<file path="config.mk">
export PLATFORM = sky130hd
export DESIGN_NAME = fifo_uart_tx_flat
export DESIGN_NICKNAME = d
export VERILOG_FILES = /design/src/rtl/uart_pkg.sv /design/src/rtl/fifo_uart_tx_if.sv /design/src/rtl/uart_baud_cnt.sv /design/src/rtl/fifo_uart_tx.sv /design/src/flat_wrapper.sv
export SDC_FILE = /design/constraint.sdc
export NUM_CORES = 1
export LEC_CHECK = 0
export CAP_MARGIN = 20
export CORE_ASPECT_RATIO = 1.25
export CORE_MARGIN = 3
export CORE_UTILIZATION = 50
export DETAILED_ROUTE_END_ITERATION = 10
export PLACE_DENSITY = 0.75
export SLEW_MARGIN = 20
export SYNTH_ARGS = -nofsm -noshare
export SYNTH_HDL_FRONTEND = slang
export SYNTH_SLANG_ARGS = --single-unit
</file>
<file path="constraint.sdc">
create_clock -name clk -period 5.4 [get_ports clk]
set_input_delay 0.54 -clock clk [delete_from_list [all_inputs] [get_ports clk]]
set_output_delay 0.54 -clock clk [all_outputs]
set_load 0.02 [all_outputs]
</file>
<file path="src/rtl/uart_pkg.sv">
// Shared definitions for the FIFO-fed UART transmitter: state encoding and frame timing helpers.
package uart_pkg;

    typedef enum logic [2:0] {
        ST_IDLE   = 3'd0,
        ST_START  = 3'd1,
        ST_DATA   = 3'd2,
        ST_PARITY = 3'd3,
        ST_STOP   = 3'd4
    } state_t;

    // 50 MHz system clock at 115200 baud
    localparam int DEFAULT_CLK_DIV = 434;

    function automatic int frame_len(input int data_w, input int parity_en,
                                     input int stop_bits, input int clk_div);
        return (1 + data_w + parity_en + stop_bits) * clk_div;
    endfunction

endpackage

</file>
<file path="src/rtl/fifo_uart_tx_if.sv">
// Bundle of the FIFO read-side pins and the serial-side status pins of the UART transmitter.
interface fifo_uart_tx_if #(
    parameter int DATA_W = 8
);
    logic              tx_en;
    logic [DATA_W-1:0] fifo_dout;
    logic              fifo_empty;
    logic              fifo_rd;
    logic              tx;
    logic              busy;
    logic              frame_done;

    modport master (
        output tx_en, fifo_dout, fifo_empty,
        input  fifo_rd, tx, busy, frame_done
    );

    modport slave (
        input  tx_en, fifo_dout, fifo_empty,
        output fifo_rd, tx, busy, frame_done
    );

endinterface

</file>
<file path="src/rtl/uart_baud_cnt.sv">
// Bit-period timer: bit_tick marks the last cycle of every CLK_DIV-cycle bit period.
module uart_baud_cnt
    import uart_pkg::*;
#(
    parameter int CLK_DIV = DEFAULT_CLK_DIV
) (
    input  logic clk,
    input  logic rst,
    input  logic restart,
    output logic bit_tick
);
    localparam int CNT_W = $clog2(CLK_DIV);

    logic [CNT_W-1:0] cnt;

    // Wraps on its own so multi-bit states (DATA, two STOP bits) need no explicit restart
    always_ff @(posedge clk or negedge rst) begin
        if (!rst) begin
            cnt <= '0;
        end else if (restart || bit_tick) begin
            cnt <= '0;
        end else begin
            cnt <= cnt + CNT_W'(1);
        end
    end

    assign bit_tick = (cnt == CNT_W'(CLK_DIV - 1));

endmodule

</file>
<file path="src/rtl/fifo_uart_tx.sv">
// Drains a show-ahead FIFO and serialises each byte as a UART frame, chaining frames with no idle gap.
module fifo_uart_tx
    import uart_pkg::*;
#(
    parameter int DATA_W     = 8,
    parameter int CLK_DIV    = DEFAULT_CLK_DIV,
    parameter int PARITY_EN  = 0,
    parameter int PARITY_ODD = 0,
    parameter int STOP_BITS  = 1
) (
    input  logic           clk,
    input  logic           rst,
    fifo_uart_tx_if.slave  bus
);
    localparam int IDX_W = $clog2(DATA_W + 1);

    state_t            state, state_next;
    logic [DATA_W-1:0] shift, shift_next;
    logic [IDX_W-1:0]  bit_idx, bit_idx_next;
    logic              stop_idx, stop_idx_next;
    logic              parity, parity_next;
    logic              tx_q, tx_next;
    logic              rd_q;
    logic              bit_tick;
    logic              restart;
    logic              last_stop;
    logic              frame_end;
    logic              load;

    assign last_stop = (STOP_BITS == 2) ? stop_idx : 1'b1;
    assign frame_end = (state == ST_STOP) && bit_tick && last_stop;
    assign load      = bus.tx_en && !bus.fifo_empty && ((state == ST_IDLE) || frame_end);
    assign restart   = (state_next != state);

    uart_baud_cnt #(.CLK_DIV(CLK_DIV)) u_baud (
        .clk      (clk),
        .rst      (rst),
        .restart  (restart),
        .bit_tick (bit_tick)
    );

    always_ff @(posedge clk or negedge rst) begin
        if (!rst) begin
            state    <= ST_IDLE;
            shift    <= '0;
            bit_idx  <= '0;
            stop_idx <= 1'b0;
            parity   <= 1'b0;
            tx_q     <= 1'b1;
            rd_q     <= 1'b0;
        end else begin
            state    <= state_next;
            shift    <= shift_next;
            bit_idx  <= bit_idx_next;
            stop_idx <= stop_idx_next;
            parity   <= parity_next;
            tx_q     <= tx_next;
            rd_q     <= load;
        end
    end

    // tx_next is the line level for the state being entered, so tx stays a pure flop output
    always_comb begin
        state_next    = state;
        shift_next    = shift;
        bit_idx_next  = bit_idx;
        stop_idx_next = stop_idx;
        parity_next   = parity;
        tx_next       = tx_q;

        case (state)
            ST_IDLE: begin
                tx_next = 1'b1;
            end
            ST_START: begin
                if (bit_tick) begin
                    state_next   = ST_DATA;
                    tx_next      = shift[0];
                    shift_next   = shift >> 1;
                    bit_idx_next = '0;
                end
            end
            ST_DATA: begin
                if (bit_tick) begin
                    if (bit_idx == IDX_W'(DATA_W - 1)) begin
                        if (PARITY_EN != 0) begin
                            state_next = ST_PARITY;
                            tx_next    = parity;
                        end else begin
                            state_next    = ST_STOP;
                            tx_next       = 1'b1;
                            stop_idx_next = 1'b0;
                        end
                    end else begin
                        tx_next      = shift[0];
                        shift_next   = shift >> 1;
                        bit_idx_next = bit_idx + IDX_W'(1);
                    end
                end
            end
            ST_PARITY: begin
                if (bit_tick) begin
                    state_next    = ST_STOP;
                    tx_next       = 1'b1;
                    stop_idx_next = 1'b0;
                end
            end
            ST_STOP: begin
                if (bit_tick) begin
                    if (last_stop) begin
                        state_next = ST_IDLE;
                        tx_next    = 1'b1;
                    end else begin
                        stop_idx_next = 1'b1;
                    end
                end
            end
            default: begin
                state_next = ST_IDLE;
                tx_next    = 1'b1;
            end
        endcase

        // Parity is taken from the byte as loaded because the shift register is consumed in DATA
        if (load) begin
            state_next  = ST_START;
            tx_next     = 1'b0;
            shift_next  = bus.fifo_dout;
            parity_next = (^bus.fifo_dout) ^ (PARITY_ODD != 0);
        end
    end

    assign bus.tx         = tx_q;
    assign bus.fifo_rd    = rd_q;
    assign bus.busy       = (state != ST_IDLE);
    assign bus.frame_done = frame_end;

endmodule

</file>
<file path="src/flat_wrapper.sv">
// flat-port wrapper written by rule: the top's interface ports become plain ports
module fifo_uart_tx_flat import uart_pkg::*;
#(
    parameter int DATA_W     = 8,
    parameter int CLK_DIV    = DEFAULT_CLK_DIV,
    parameter int PARITY_EN  = 0,
    parameter int PARITY_ODD = 0,
    parameter int STOP_BITS  = 1
)
  (clk, rst, bus_tx_en, bus_fifo_dout, bus_fifo_empty, bus_fifo_rd, bus_tx, bus_busy, bus_frame_done);
  fifo_uart_tx_if #(.DATA_W(DATA_W)) bus_i ();
  input  logic clk;
  input  logic rst;
  input wire logic [$bits(bus_i.tx_en)-1:0] bus_tx_en;
  input wire logic [$bits(bus_i.fifo_dout)-1:0] bus_fifo_dout;
  input wire logic [$bits(bus_i.fifo_empty)-1:0] bus_fifo_empty;
  output wire logic [$bits(bus_i.fifo_rd)-1:0] bus_fifo_rd;
  output wire logic [$bits(bus_i.tx)-1:0] bus_tx;
  output wire logic [$bits(bus_i.busy)-1:0] bus_busy;
  output wire logic [$bits(bus_i.frame_done)-1:0] bus_frame_done;
  assign bus_i.tx_en = bus_tx_en;
  assign bus_i.fifo_dout = bus_fifo_dout;
  assign bus_i.fifo_empty = bus_fifo_empty;
  assign bus_fifo_rd = bus_i.fifo_rd;
  assign bus_tx = bus_i.tx;
  assign bus_busy = bus_i.busy;
  assign bus_frame_done = bus_i.frame_done;
  fifo_uart_tx #(.DATA_W(DATA_W), .CLK_DIV(CLK_DIV), .PARITY_EN(PARITY_EN), .PARITY_ODD(PARITY_ODD), .STOP_BITS(STOP_BITS)) u_core (.clk(clk), .rst(rst), .bus(bus_i));
endmodule
</file>
# Yosys cells after proc, flatten, opt, wreduce, memory -nomap -nowiden
# Index checks and enable logic that the tools add are counted.
[word_totals]
wordCells = 59
input_bits = 12
ff_bits = 26
[op_classes]
addsub = 2
muxes = 23
eq_ne = 14
n_reduce_logical = 14
[ops]
columns = ["cell", "count"]
rows = [
  ["two-way mux 8 bit", 4],
  ["two-way mux 3 bit", 6],
  ["case mux 8 bit (2 select lines)", 1],
  ["case mux 3 bit (5 select lines)", 1],
  ["two-way mux 4 bit", 3],
  ["adder 9 x 1 -> 9 bit (second input constant)", 1],
  ["== test 9 bit (second input constant)", 1],
  ["two-way mux 9 bit", 1],
  ["!= test 3 x 1 -> 1 bit (second input constant)", 3],
  ["case mux 4 bit (2 select lines)", 1],
  ["AND reduction 4 bit", 2],
  ["== test 3 x 2 -> 1 bit (second input constant)", 2],
  ["nonzero test 3 bit", 2],
  ["two-way mux 1 bit", 5],
  ["adder 4 x 1 -> 4 bit (second input constant)", 1],
  ["== test 4 x 3 -> 1 bit (second input constant)", 1],
  ["!= test 2 x 1 -> 1 bit (second input constant)", 2],
  ["== test 3 x 1 -> 1 bit (second input constant)", 1],
  ["== test 3 bit (second input constant)", 1],
  ["logical AND 1 bit", 3],
  ["zero test 3 bit", 1],
  ["!= test 3 x 2 -> 1 bit (second input constant)", 1],
  ["!= test 3 bit", 1],
  ["case mux 1 bit (3 select lines)", 1],
  ["6 further kinds", 7],
]

# Depth between registers and ports, before layout
[logic_depth]
word_depth = 8
mapped_depth = 8
mapped_depth_nobuf = 7

# Modules after synthesis
# Synthesis repeated with hierarchy kept, for this count alone.
[hier_totals]
hier_cells = 140
area_unflattened_um2 = 1436.4
[modules_own_cells]
columns = ["mod", "area_each_um2", "instances", "cells_each", "seq_area_each_um2"]
rows = [
  ["fifo_uart_tx", 950.9, 1, 92, 426.7],
  ["uart_baud_cnt", 485.5, 1, 48, 225.2],
]

# Worst setup path before layout
# No wires, ideal clock.
[synth_timing]
kind = "register to output"
from = "register u_core.u_baud.cnt[1]"
to = "output port bus_frame_done"
t_arrival_ns = 1.398
path_buffers = 1
slack_ns = 3.462
path_stages_with_launch = 7
cell_sequence = "dfrtp_1 -> inv_1 -> ha_1 -> nand4b_2 -> nor2_1 -> clkbuf_1 -> and3_1"
[synth_via]
elab_chain_len = 2
[synth_rtl]
columns = ["item", "line_no", "text"]
rows = [
  ["start: declaration", "uart_baud_cnt.sv:14", "logic [CNT_W-1:0] cnt;"],
  ["start signal: assignment", "uart_baud_cnt.sv:23", "cnt <= cnt + CNT_W'(1);"],
  ["== test 9 bit", "uart_baud_cnt.sv:27", "assign bit_tick = (cnt == CNT_W'(CLK_DIV - 1));"],
  ["logical AND 1 bit", "fifo_uart_tx.sv:31", "assign frame_end = (state == ST_STOP) && bit_tick && last_stop;"],
  ["end: declaration", "flat_wrapper.sv:20", "output wire logic [$bits(bus_i.frame_done)-1:0] bus_frame_done;"],
]
# No other way between the ends.

# Final worst setup path
# Ends and elaborated chain as after synthesis.

==> results by group <==
Logic synthesis
  – Syn nets: ~160
  – EDFF count, synth: 0
  – Post-Syn Area per Cell: roughly 10 sq um
  – Ys Warns: 0
  – Sequential share of the synthesized area: 0.469
  – Mapped Area: between 1000 and 1500 sq um
  – Async S/R FF share, synth: 1.00
  – Flops & latches, synth: 26
  – Library cells used by synthesis: 42
  – Ys flop type: dfrtp_1
  – Mapped Cells: approximately 140

Clocking
  – H-tree Lvls: 1
  – Hold_buf cts: 0
  – Setup bufs post-CTS: 0
  – Post-CTS sizing: 0
  – CTS tree: built
  – CTS buffer count: 3
  – Clk sinks: 26
  – CTS clk-pin slew, worst paths: around 0.14 ns
  – Root Driver: clkbuf_4
  – CTS max path bufs: 2
  – Worst-Skew Late Latency: ~0.31 ns

Setup path
  – Largest stage delay, worst path: approximately 0.60 ns
  – CP max FO: 11
  – Crit path kind: flip-flop to primary output
  – Critical-path cell list: inv_1 -> ha_1 -> nand4b_2 -> nor2_1 -> and3_1 -> clkdlybuf4s50_1
  – CP Launch Type: flip-flop
  – CP max-delay cell: clkdlybuf4s50_1
  – WP data arrival: about 2.5 ns
  – Req. time, crit path: just under 5 ns
  – CP Capture Type: primary output

Job
  – Max-capacitance violation count: 0

Global route
  – Initial antenna violation count: 0
  – Global-route wire length before repair: between 5 and 6 mm
  – GRT overflow: 0
  – Largest net degree at the start of global routing: 27
  – Vias in the first global route: between 1k and 1.5k
  – Total track usage: 0.192

Drt
  – Pre-antenna DRT Iters: 4
  – WL/cell: 15.8 microns
  – DRT iter0 DRCs: 24
  – Vias post-DR: 1121
  – Vias per cell: 5.99
  – Final WL: between 2 and 3 mm
  – Drt drc: 0
  – ANT nets after route: 0

STA
  – Slew @ Worst Pin: between 0.7 and 0.8 ns
  – Final min period: just over 3 ns
  – Final hold vios: 0
  – Setup TNS: 0 ns
  – Final Cycle Share: 0.569
  – Finish-stage setup viols: 0
  – Pins Over Slew Limit: 0
  – Skew final: ~0.0009 ns
  – RSZ-0062 raised after global routing: false
  – Max Fclk: around 330 MHz
  – Slew headroom: 0.516

Min path
  – Hold Crit Class: input pin to async pin

Placement
  – GPL Wtd Cong: slightly above 0.8
  – Post-DP HPWL: 2.15 mm
  – Placed inst area: ~1500 sq um
  – IO Port Bufs: 15

Floorplan
  – Die ar.: approximately 3500 sq um
  – Chip width: 53.2 microns
  – FP Rows: 20
  – I/O pin cnt: 16
  – Core area: roughly 2600 sq um
  – Initial Util: 0.545
  – Die height: around 65 microns

Finish
  – Commonest non-fill, non-tap cell in the layout: dfrtp_1
  – Design Area, Final: 1560 sq um
  – Area growth syn-to-layout: 12.3%
  – Fin util: 0.612
  – N_diodes: 0
  – NumNets Final: 170
  – Commonest non-fill, non-tap cells in the layout: dfrtp_1 (25), nor2_1 (17), o21ai_0 (15)
  – Share of cells above drive strength 1: 0.0974

Outcome
  – Status: complete, no violations

Power
  – Worst vdd ir: 0.302 mV
  – Power per cell area: 345 nW/um^2
  – Leakage: ~0.65 nW
==> power by group <==
group | internal, W | switching (W)
clock network | 0.0000412 | 0.0000564
registers | 0.000249 | 0.0000449
logic | 0.0000727 | 0.0000744
total | 0.000363 | 0.000176
==> synth_stat cells, types with 2 or more instances <==
master,count,area (sq um)
xor2_1,2,17.5
nor2_1,17,63.8
buf_6,2,22.5
a31oi_1,6,37.5
o31ai_1,4,30.0
xnor2_1,6,52.6
nand3b_1,2,15.0
nand3_1,13,65.1
nor3_1,7,35.0
ha_1,3,37.5
buf_2,2,10.0
nand2_1,4,15.0
inv_1,5,18.8
buf_4,2,15.0
dfrtp_1,25,626
and3_1,2,12.5
o21ai_0,15,75.1
==> area by class of cell <==
| class | instances | area (sq um) |
|---|---|---|
| fill | 219 | 991 |
| multi-input combinational | 104 | 668 |
| sequential | 26 | 652 |
| timing repair buffer | 15 | 145 |
| tap | 33 | 41.3 |
| clock buffer | 4 | 36.3 |
| inverter | 5 | 18.8 |
==> worst max-delay path, delay by kind of cell, from the launching register on <==
kind	cells	cell delay (ns)
simple gates	3	0.96
fa+ha+maj	1	0.15
buf+inv	2	0.67
flops	1	0.44
==> per-layer routing <==
metal | vias up | routed length, microns | share of wire | global-route usage
li1 | 535 | - | - | -
met1 | 531 | 1230 | 0.42 | 0.246
met2 | 49 | 1490 | 0.50 | 0.329
met3 | 6 | 198 | 0.067 | 0.0253
met4 | 0 | 39 | 0.013 | 0.0543
met5 | - | 0 | 0 | 0
==> kinds of logic after synthesis <==
group / synth area share
AND/OR/NAND/NOR: 0.239
AO/OA/AOI/OAI: 0.156
flip-flops: 0.469
buffers and inverters: 0.0504
XOR/XNOR: 0.0504
adder cells (fa/ha/maj): 0.0270
multiplexers: 0.00810
==> through the flow <==
stage / cells / power, W / setup WS (ns) / hold WS, ns
after global routing: 187 / 0.000577 / 2.18 / 0.212
final: 187 / 0.000539 / 2.33 / 0.199
after detailed placement: 183 / 0.000443 / 2.70 / 0.484
after global placement: 183 / 0.000433 / 2.78 / 0.478
after floorplan: 142 / 0.000392 / 3.46 / 0.244
after CTS: 187 / 0.000540 / 2.33 / 0.211
==> path summary, 6_finish.rpt <==
path,end,slack (ns),startpoint,cells past startpoint
min in group clk,u_core.bit_idx[3]$_DFFE_PN0P_,0.51,u_core.bit_idx[3]$_DFFE_PN0P_,1
setup reg to reg,u_core.shift[0]$_DFFE_PN0P_,3.44,u_core.u_baud.cnt[1]$_DFF_PN0_,6
max in group asynchronous,u_core.bus.tx$_DFFE_PN1P_,4.82,rst,1
hold reg to reg,u_core.bit_idx[3]$_DFFE_PN0P_,0.51,u_core.bit_idx[3]$_DFFE_PN0P_,1
setup / recovery,bus_frame_done,2.33,u_core.u_baud.cnt[1]$_DFF_PN0_,6
hold / removal,u_core.bit_idx[1]$_DFFE_PN0P_,0.20,rst,1
==> flip-flops by register name, indices dropped and copies added (netlist names) <==
signal and count:
u_core.u_baud.cnt 9, u_core.shift 8, u_core.bus.tx 1, u_core.bus.fifo_rd 1
u_core.state 3, u_core.bit_idx 4
Note: power is estimated with default switching activity, not from simulation.
